## src/rtl/arm_multicycle_ctrl.sv

```systemverilog
// arm_multicycle_ctrl: multicycle ARM sequencer driving datapath selects and enables
module arm_multicycle_ctrl #(
  parameter logic [3:0] RESET_FLAGS = 4'b0000
) (
  input  logic        clk,
  input  logic        reset,
  input  logic [19:0] Instr,
  input  logic [3:0]  ALUFlags,
  output logic        PCWrite,
  output logic        AdrSrc,
  output logic        MemWrite,
  output logic        IRWrite,
  output logic [1:0]  ResultSrc,
  output logic        ALUSrcA,
  output logic [1:0]  ALUSrcB,
  output logic [3:0]  ALUControl,
  output logic        RegWrite,
  output logic [1:0]  RegSrc,
  output logic [1:0]  ImmSrc,
  output logic [3:0]  State
);
  typedef enum logic [3:0] {
    FETCH, DECODE, MEMADR, MEMRD, MEMWB, MEMWR, EXECR, EXECI, ALUWB, BRANCH
  } state_t;
  state_t state, next;
  logic [3:0] nzcv, cond, cmd, rd, dp_alu;
  logic [1:0] op;
  logic [5:0] funct;
  logic cond_ex, dp_ok, dp_arith, is_cmp, dp_write, pc_w, ir_w, rf_w, mem_w;
  logic unused_rn;
  assign cond = Instr[19:16];
  assign op = Instr[15:14];
  assign funct = Instr[13:8];
  assign cmd = funct[4:1];
  assign rd = Instr[3:0];
  assign unused_rn = ^Instr[7:4];
  assign is_cmp = cmd == 4'b1010;
  assign dp_write = dp_ok && !is_cmp;
  assign RegSrc = {op == 2'b01 && !funct[0], op == 2'b10};
  assign ImmSrc = op;
  assign State = state;
  assign PCWrite = pc_w & reset;
  assign IRWrite = ir_w & reset;
  assign RegWrite = rf_w & reset;
  assign MemWrite = mem_w & reset;
  // condition check against the stored flags
  always_comb begin
    case (cond)
      4'b0000: cond_ex = nzcv[2];
      4'b0001: cond_ex = !nzcv[2];
      4'b0010: cond_ex = nzcv[1];
      4'b0011: cond_ex = !nzcv[1];
      4'b0100: cond_ex = nzcv[3];
      4'b0101: cond_ex = !nzcv[3];
      4'b0110: cond_ex = nzcv[0];
      4'b0111: cond_ex = !nzcv[0];
      4'b1000: cond_ex = nzcv[1] && !nzcv[2];
      4'b1001: cond_ex = !nzcv[1] || nzcv[2];
      4'b1010: cond_ex = nzcv[3] == nzcv[0];
      4'b1011: cond_ex = nzcv[3] != nzcv[0];
      4'b1100: cond_ex = !nzcv[2] && nzcv[3] == nzcv[0];
      4'b1101: cond_ex = nzcv[2] || nzcv[3] != nzcv[0];
      4'b1110: cond_ex = 1'b1;
      default: cond_ex = 1'b0;
    endcase
  end
  // data-processing command to ALU operation; unsupported commands fall back to ADD
  always_comb begin
    dp_ok = 1'b1;
    dp_arith = 1'b0;
    dp_alu = 4'b0000;
    case (cmd)
      4'b0100: dp_arith = 1'b1;
      4'b0010: {dp_arith, dp_alu} = 5'b1_0001;
      4'b1010: {dp_arith, dp_alu} = 5'b1_0001;
      4'b0000: dp_alu = 4'b0010;
      4'b1100: dp_alu = 4'b0011;
      4'b0001: dp_alu = 4'b0100;
      4'b1101: dp_alu = 4'b0101;
      default: dp_ok = 1'b0;
    endcase
  end
  // state register
  always_ff @(posedge clk or negedge reset) begin
    if (!reset) state <= FETCH;
    else state <= next;
  end
  // flags capture at the end of an execute cycle; logical ops keep C and V
  always_ff @(posedge clk or negedge reset) begin
    if (!reset) nzcv <= RESET_FLAGS;
    else if ((state == EXECR || state == EXECI) && dp_ok && (funct[0] || is_cmp))
      nzcv <= dp_arith ? ALUFlags : {ALUFlags[3:2], nzcv[1:0]};
  end
  // next state and Moore outputs
  always_comb begin
    next = FETCH;
    AdrSrc = 1'b0;
    ResultSrc = 2'b00;
    ALUSrcA = 1'b0;
    ALUSrcB = 2'b00;
    ALUControl = 4'b0000;
    pc_w = 1'b0;
    ir_w = 1'b0;
    rf_w = 1'b0;
    mem_w = 1'b0;
    case (state)
      FETCH: begin
        {ir_w, pc_w, ALUSrcA, ALUSrcB, ResultSrc} = 7'b111_10_10;
        next = DECODE;
      end
      DECODE: begin
        {ALUSrcA, ALUSrcB, ResultSrc} = 5'b1_10_10;
        next = !cond_ex ? FETCH : op == 2'b01 ? MEMADR : op == 2'b00 ? (funct[5] ? EXECI : EXECR)
             : op == 2'b10 ? BRANCH : FETCH;
      end
      MEMADR: begin
        ALUSrcB = 2'b01;
        ALUControl = funct[3] ? 4'b0000 : 4'b0001;
        next = funct[0] ? MEMRD : MEMWR;
      end
      MEMRD: begin
        AdrSrc = 1'b1;
        next = MEMWB;
      end
      MEMWB: begin
        ResultSrc = 2'b01;
        rf_w = 1'b1;
        pc_w = rd == 4'hf;
      end
      MEMWR: {AdrSrc, mem_w} = 2'b11;
      EXECR, EXECI: begin
        ALUSrcB = state == EXECI ? 2'b01 : 2'b00;
        ALUControl = dp_alu;
        next = ALUWB;
      end
      ALUWB: begin
        rf_w = dp_write;
        pc_w = dp_write && rd == 4'hf;
      end
      BRANCH: begin
        {ALUSrcB, ResultSrc, pc_w} = 5'b01_10_1;
        rf_w = funct[4];
      end
      default: next = FETCH;
    endcase
  end
endmodule

```

## config.mk

```make
export PLATFORM = sky130hd
export DESIGN_NAME = arm_multicycle_ctrl
export DESIGN_NICKNAME = d
export VERILOG_FILES = /design/src/rtl/arm_multicycle_ctrl.sv
export SDC_FILE = /design/constraint.sdc
export NUM_CORES = 1
export LEC_CHECK = 0
export ABC_AREA = 1
export BUFFER_PORTS_ARGS = -buffer_cell sky130_fd_sc_hd__buf_4
export CORE_ASPECT_RATIO = 2
export CORE_MARGIN = 3
export CORE_UTILIZATION = 25
export DETAILED_ROUTE_END_ITERATION = 16
export PLACE_DENSITY_LB_ADDON = 0.12
export RECOVER_POWER = 100
export SYNTH_ARGS = -nofsm -noshare
export SYNTH_HDL_FRONTEND = slang
export SYNTH_SLANG_ARGS = --single-unit
```

## constraint.sdc

```tcl
create_clock -name clk -period 1.3 [get_ports clk]
set_input_delay 0.26 -clock clk [delete_from_list [all_inputs] [get_ports clk]]
set_output_delay 0.26 -clock clk [all_outputs]
set_load 0.005 [all_outputs]
```

==> results of run 1 <==
[final cells by class]
| class | instances | area share [%] |
|---|---|---|
| Multi-Input combinational cell | 122 | 41.2 |
| Inverter | 26 | 6.07 |
| Timing Repair Buffer | 72 | 33.9 |
| Clock buffer | 3 | 2.57 |
| Tap cell | 48 | 3.74 |
| Sequential cell | 8 | 12.6 |
[worst max-delay path, delay by kind of cell, from the launching register on]
family	cells	cell delay, ns
AOI/OAI and AO/OA	1	0.12
buffers and inverters	3	0.33
DFF	1	0.39
and+or+nand+nor	3	0.34
[per-layer routing]
layer  global-route usage (%)  vias up  wire length [um]
met3                     1.48        8               119
met4                     10.2        0               119
met1                     10.8      539               940
met5                        0        -                 0
li1                         -      635                 -
met2                     27.2       32              1720
[cells by family (layout without fill, tap and decap cells)]
kind of cell	count (synthesis)	after routing
compound gates	14	14
other cells	1	1
buf+inv	33	101
simple gates	107	107
flops	8	8
[registers in the layout, indices dropped and copies added (netlist names)]
name and count:
nzcv 4, State 4
[power groups by stage]
stage	Clock, mW	Combinational, mW	Sequential [mW]
4_1_cts	0.304	1.38	0.409
2_1_floorplan	0	0.642	0.381
3_3_place_gp	0	1.34	0.406
6_report	0.295	1.54	0.419
5_1_grt	0.317	1.73	0.429
3_5_place_dp	0	1.34	0.407
[timing repair]
item	4_1_cts	5_1_grt
resized for setup	7	26
hold endpoints to repair	8	0
pin swaps	4	9
hold buffers	1	0
buffers inserted	1	5
setup endpoints to repair	17	21
[cell usage in the layout, fill, tap and decap left out]
master / count
sky130_fd_sc_hd__buf_4: 62
sky130_fd_sc_hd__nand2_1: 48
sky130_fd_sc_hd__inv_1: 20
sky130_fd_sc_hd__nor2_1: 18
sky130_fd_sc_hd__nand3_1: 11
sky130_fd_sc_hd__nand2_2: 9
sky130_fd_sc_hd__dfrtp_1: 6
sky130_fd_sc_hd__nor2_4: 6
sky130_fd_sc_hd__inv_2: 5
sky130_fd_sc_hd__o21ai_1: 4
sky130_fd_sc_hd__nand2_4: 3
sky130_fd_sc_hd__o21ai_0: 3
sky130_fd_sc_hd__nand3_2: 3
sky130_fd_sc_hd__clkbuf_8: 3
sky130_fd_sc_hd__clkbuf_4: 3
sky130_fd_sc_hd__buf_6: 3
sky130_fd_sc_hd__dfrtp_2: 2
sky130_fd_sc_hd__nor2_2: 2
sky130_fd_sc_hd__nor3_1: 2
sky130_fd_sc_hd__a21oi_2: 2
sky130_fd_sc_hd__clkbuf_1: 2
sky130_fd_sc_hd__clkinv_1: 1
sky130_fd_sc_hd__o21bai_1: 1
sky130_fd_sc_hd__nor3b_2: 1
sky130_fd_sc_hd__a22oi_1: 1
sky130_fd_sc_hd__nor3_2: 1
sky130_fd_sc_hd__a21boi_1: 1
sky130_fd_sc_hd__nand3b_1: 1
sky130_fd_sc_hd__a21oi_1: 1
sky130_fd_sc_hd__nand4_1: 1
sky130_fd_sc_hd__nor4_2: 1
sky130_fd_sc_hd__a21oi_4: 1
sky130_fd_sc_hd__conb_1: 1
sky130_fd_sc_hd__dlygate4sd3_1: 1
sky130_fd_sc_hd__clkbuf_2: 1
[per-stage QoR]
| stage | total power [mW] | cells | hold slack [ns] |
|---|---|---|---|
| after global placement | 1.74 | 269 | 0.188 |
| after floorplan | 1.02 | 163 | -0.0356 |
| final | 2.26 | 279 | 0.247 |
| after global routing | 2.47 | 279 | 0.267 |
| after CTS | 2.09 | 274 | 0.251 |
| after detailed placement | 1.75 | 269 | 0.189 |
[path summary, 6_finish.rpt]
path | end | slack [ns] | cells past startpoint
max in group asynchronous | State[3] | 0.36 | 3
worst min-delay path | nzcv[0] | 0.25 | 3
worst min register to register | nzcv[2] | 0.54 | 2
worst max register to register | nzcv[1] | -0.19 | 9
worst max-delay path | ALUControl[0] | -0.37 | 7
min in group asynchronous | State[1] | 0.65 | 3
==> results list, run 1 <==
- Initial core utilization: 26.3%
* Final estimated routing congestion in global placement: 0.830
- Summing the areas of all compound-gate instances in the mapped netlist gives under 10% of the synthesized area.
- Total placed instance area: 1420 um2
* Max Cap Violations: 0
- Count of unique library cells instantiated by Yosys: 27
- TritonCTS built the clock tree.
- Power Dens Cells: 1400 nW/um2
- The critical path starts at State[2].
- The flow ran to the end, but the final reports show violations.
* Diodes inserted: 0
- Among all flip-flop cells after synthesis, the most frequent one is sky130_fd_sc_hd__dfrtp_1.
- Post-synth top cells: sky130_fd_sc_hd__nand2_1, sky130_fd_sc_hd__inv_1, sky130_fd_sc_hd__nor2_1
- Post-route clock skew: between 0.003 and 0.004 ns
- Worst IR Drop VDD: 0.000682 V
* Leak: 0.931 nW
- Remaining routing DRC violations: 0
- Multiplexer share of the synthesized area: 0%
- Entering global routing, the biggest net connects 10 pins.
- For the finished layout, the period the worst path requires is 1.67 ns.
- Die extent in x: 48.6 um
- The startpoint identified for the worst hold timing path is ALUFlags[0].
* Via/cell ratio: 4.35
* Setup violations, final: 17
* Post-Synthesis Cells: 163
- In this run the worst path has a maximum fanout of 3.
* Clock buffer depth: 2
- CTS H-tree depth: 1
- Of the cells placed in the final design, the portion with a size suffix greater than 1 is between 40% and 50%.
- Synthesis inferred 8 register bits.
- Share of the cycle needed by the critical path after routing: 129%
* ANT nets after route: 0
* Start-to-end type of the worst setup path: register to output port
- Internal power comes to 1.35 mW.
- The clock network accounts for 13.1% of the total power.
* Sequential cell area: 203 um2
* Total Wirelength: 2900 um
* Clk slew on worst S/H paths: 0.04 ns
- Sequential group share of total power: between 10% and 20%
- The final reports fail on setup timing.
- Combined area of all synthesized cells: 908 um2
- The first global-routing pass estimated roughly 4700 um of wire.
* Post-synth top area cell: sky130_fd_sc_hd__nand2_1
- The floorplan has 30 rows.
- The number of nets handed over by synthesis was 189.
- Detailed-route wire length per cell: about 10 um
- A synthesized cell averages 5.57 um2.
* Power share of the combinational group: 68.4%
- Area contributors post-synth: sky130_fd_sc_hd__nand2_1, sky130_fd_sc_hd__dfrtp_1, sky130_fd_sc_hd__inv_1
- Place WS: -0.212 ns
- Total I/O pin count: 48
* Final-report hold violation count: 0
- Detailed Routing Iterations Pass 1: 4
- GRT Residual Overflow: 0
* Arrival time of data at the critical path endpoint: 1.41 ns
- Series of cell instances along the critical path: buf_4 -> nor2_4 -> inv_2 -> nor2_4 -> nand2_2 -> o21ai_1 -> buf_4
- In the global route stage, overall resource usage came out at 13.4%.
- The die covers 4440 um2.
- Adder-cell share of the synthesized area: 0%
- Once layout is complete, the utilization of the core stands at 46.6%.
* Number of enable-type register cells in the synthesized netlist: 0
- XOR/XNOR share of the synthesized area: 0%
* Worst hold path type: input pin to register
- Area of combinational cells with multiple inputs: between 600 and 700 um2
* Number of global-route vias before repair: 1205
- Compared with the post-synthesis result, the final layout area differs by 77.0%.
- Clock insertion delay at the later pin of the skew report: 0.23 ns
* Die outline height: 91.2 um
- Simple-gate portion of the synthesized area: 52.9%
* Crit path largest cell delay: 0.39 ns
* WP data required: 1.04 ns
- The count of buffers added on input and output ports is 42.
- CP max-delay cell: sky130_fd_sc_hd__dfrtp_1
- Cts bufs inserted: 3
- Proportion of synthesized chip area in sequential cells: 22.0%
- Achievable Freq: roughly 600 MHz
- Switching Power: 0.912 mW
- Max Slew Vio Count: 0
- Adding up every negative setup slack in the final design gives -4.49 ns.
- Root cell of the clock tree: sky130_fd_sc_hd__clkbuf_8
- Final worst slack: -0.371 ns
- Area of the core region: 3450 um2
- By area, the combinational part of the netlist is dominated by simple AND/OR/NAND/NOR gates.
- Count of clock tree sinks: 8
* Initial DRC count: 19
- In this run switching power makes up around 40% of total power.
* Synth warnings: 0
* Asr flop ratio synth: between 90% and 100%
- Category of the worst setup path launch point: register
- The worst register-to-register path begins at State[3].
- Vias: 1214
* Final net count: 259
* Crit end category: output port
- Initial antenna violation count: 0
* DP Wirelength: 2480 um
- Total of fill cells in the finished design: 410
- Once layout is done, the placed cells without fillers occupy 1610 um2.
* Library cell with the highest instance count after synthesis: sky130_fd_sc_hd__nand2_1
- Setup repair after global routing could not meet its margin everywhere.
* Top-area cell type share of the netlist area: roughly a quarter
Power figures use the tool's default switching activity.
==> run 2, diff against run 1 <==
==> constraint.sdc (replaced) <==
create_clock -name clk -period 2.14 [get_ports clk]
set_input_delay 0.428 -clock clk [delete_from_list [all_inputs] [get_ports clk]]
set_output_delay 0.428 -clock clk [all_outputs]
set_load 0.005 [all_outputs]
==> run 2 against run 1 <==
The run now ends clean; via count fell by 11%; count of clock-buffer cells in the layout did not move; wire length fell by 11%; sequential power fell by 36%.
==> results list, run 2 (same netlist as run 1, synthesis figures left out) <==
- The via count of the first global-routing pass is 1125 (-6.6%).
* GRT Residual Overflow: 0 (unchanged)
- Initial antenna violation count: 0 (unchanged)
- The iteration-0 DRC count of the detailed router was 9 (-10).
- The routability congestion estimate from global placement came to 0.836 (+0.64%).
* Via/cell ratio: 4.34 (-0.35%)
* Total instance count after detailed placement: 247 (-8.2%)
- Min Tclk post-route: 1.95 ns
* Total Die Area: 4440 um2 (unchanged)
* Clk slew on worst S/H paths: 0.04 ns (about the same)
- Share of the cycle needed by the critical path after routing: 91.2%
* Achievable Freq: 513 MHz
* Area grow syn2layout: 41.6%
- Standard-cell rows: 30 (unchanged)
- The maximum ir drop on the vdd rail was 0.000368 V (-46%).
- Vias: 1084 (-11%)
- Arrival time of data at the critical path endpoint: 1.52 ns (+0.11 ns)
- The height of the die is 91.2 um (unchanged).
* Setup violations, final: 0 (-17)
- Final net count: 230 (-11%)
- Setup repair after global routing missed its margin: yes
- Category of the worst setup path launch point: register
- Fraction of layout cells with a size suffix above 1: 28.2% (-19 points)
* Die extent in x: 48.6 um (unchanged)
- The critical path buffer and inverter count is 2 (-1).
- Max Slew Vio Count: 0 (unchanged)
- The filler cell count in the final layout is 427 (+4.1%).
* Largest delay share family, worst path: simple AND/OR/NAND/NOR gates
- Initial core utilization: 26.3% (unchanged)
- Detailed Routing Iterations Pass 1: 4 (unchanged)
- Quantity of hold-fixing buffers added after cts: 0 (-1)
* Cell Count, Final, Fillers Out: 250 (-10%)
- Remaining routing DRC violations: 0 (unchanged)
* Detailed-route wire length per cell: 10.4 um (-0.28%)
- CTS tree: built
- WP data required: 1.71 ns (+0.67 ns)
- The final antenna-violating net count was 0 (unchanged).
- Post-route clock skew: 0.00385 ns (+0.000477 ns)
- Library cell appearing most often on the critical path: sky130_fd_sc_hd__nand2_1
- The area occupied by registers was 200 um2 (-1.2%).
* Cts bufs inserted: 3 (unchanged)
- Diodes inserted: 0 (unchanged)
* Largest fanout of any net on the critical path: 3 (unchanged)
* CP max-delay cell: sky130_fd_sc_hd__dfrtp_1
* CTS H-tree depth: 1 (unchanged)
* Most common cell after layout, fill and taps aside: sky130_fd_sc_hd__nand2_1
* Worst hold path type: input pin to async pin
- Total Wirelength: 2590 um (-11%)
* Clock buffer depth: 2 (unchanged)
* DP Wirelength: 2270 um (-8.2%)
* Outcome: completed
- Most frequent cells in the layout: sky130_fd_sc_hd__nand2_1, sky130_fd_sc_hd__buf_4, sky130_fd_sc_hd__inv_1, sky130_fd_sc_hd__nor2_1, sky130_fd_sc_hd__nand3_1
* Crit end category: output port
* GRT Total Usage: 12.7% (-0.71 points)
- # Post-CTS Setup Buffers: 0 (-1)
- Post-Route Hold Slack: 0.0244 ns (-0.222 ns)
- The I/O pin count is 48 (unchanged).
- The first-pass GRT wire length came to 4570 um (-3.5%).
- Area of combinational cells with multiple inputs: 568 um2 (-14%)
* Count of clock tree sinks: 8 (unchanged)
- Port Buffers: 42 (unchanged)
- Series of cell instances along the critical path: inv_2 -> nand2_1 -> nor2_2 -> nand2_1 -> nor2_1 -> nand2_1 -> nand2_1 -> nand2_1 -> a21oi_1 -> buf_4
* Maximum number of pins on one net before global-route repair: 11 (+1)
* Final-report hold violation count: 0 (unchanged)
- Root cell of the clock tree: sky130_fd_sc_hd__clkbuf_8
* Max Cap Violations: 0 (unchanged)
- The power per cell area is 818 nW/um2 (-42%).
- Crit path largest cell delay: 0.41 ns (+0.02 ns)
- The floorplan core area came to 3450 um2 (unchanged).
- The clock latency on the worst-skew pair was 0.22 ns (about the same).
* Leak: 0.762 nW (-18%)
- The worst setup path is of the register to output port kind.
==> run 2: cell count changes in the layout (fill, tap and decap cells not counted), moves of 3 or more <==
cell                      delta
sky130_fd_sc_hd__inv_2       -3
sky130_fd_sc_hd__inv_1       +3
sky130_fd_sc_hd__nand3_1     +3
sky130_fd_sc_hd__buf_4      -21
sky130_fd_sc_hd__nand2_1     +9
sky130_fd_sc_hd__buf_6       -3
sky130_fd_sc_hd__nand2_2     -8
sky130_fd_sc_hd__nand3_2     -3
sky130_fd_sc_hd__nor2_4      -3
==> run 2: final timing paths <==
kind                             to   startpoint  depth (start not counted)  slack [ns]
max                         PCWrite     State[2]                         10        0.19
min reg2reg                 nzcv[2]      nzcv[2]                          2        0.53
min                        State[1]        reset                          1        0.02
max reg2reg                 nzcv[1]     State[3]                          7        0.82
min in group clk            nzcv[0]  ALUFlags[0]                          3        0.42
max in group asynchronous   nzcv[0]        reset                          1        1.97
==> run 2: metrics by stage <==
stage / TNS (ns) / setup slack (ns) / power [mW] / util (%) / area [um2]
global route: -0.00671 / -0.00671 / 1.16 / 37.2 / 1290
detailed placement: 0 / 0.193 / 0.884 / 36.1 / 1250
global placement: 0 / 0.246 / 0.883 / 36.1 / 1250
CTS: 0 / 0.151 / 1.07 / 37.3 / 1290
finish: 0 / 0.189 / 1.05 / 37.2 / 1290
floorplan: 0 / 0.542 / 0.615 / - / 908
==> run 2: routing by layer <==
metal  up-vias  global-route usage, %  routed length, um
met5         -                      0                  0
met4         0                   6.41                 42
met3         2                  0.493                100
met2        26                   26.6               1540
met1       482                   11.4                910
li1        574                      -                  -
==> run 2: worst register-to-register path, cell delays in order, from the launching register on <==
cell                      delay [ns]
sky130_fd_sc_hd__dfrtp_1        0.44
sky130_fd_sc_hd__nor2_4         0.17
sky130_fd_sc_hd__nand2_2        0.11
sky130_fd_sc_hd__a21oi_2        0.19
sky130_fd_sc_hd__nand2_4        0.09
sky130_fd_sc_hd__nor2_4         0.11
sky130_fd_sc_hd__nand2_1        0.06
sky130_fd_sc_hd__o21ai_1        0.07
==> run 2: what timing repair did <==
| item | in CTS | in global routing |
|---|---|---|
| endpoints found under the setup margin | 0 | 2 |
| endpoints found under the hold margin | 0 | 0 |
| gates resized for setup | 0 | 1 |
==> run 2: area by class of cell <==
| class | instances | share of cell area [%] |
|---|---|---|
| Clock buffer | 3 | 3.21 |
| Inverter | 26 | 7.59 |
| Multi-Input combinational cell | 122 | 44.2 |
| Sequential cell | 8 | 15.6 |
| Tap cell | 48 | 4.67 |
| Timing Repair Buffer | 43 | 24.8 |
==> run 2: power by group <==
group | switching, mW | internal (mW) | total [mW]
sequential | 0.0713 | 0.197 | 0.269
combinational | 0.317 | 0.290 | 0.607
clock | 0.0547 | 0.121 | 0.176
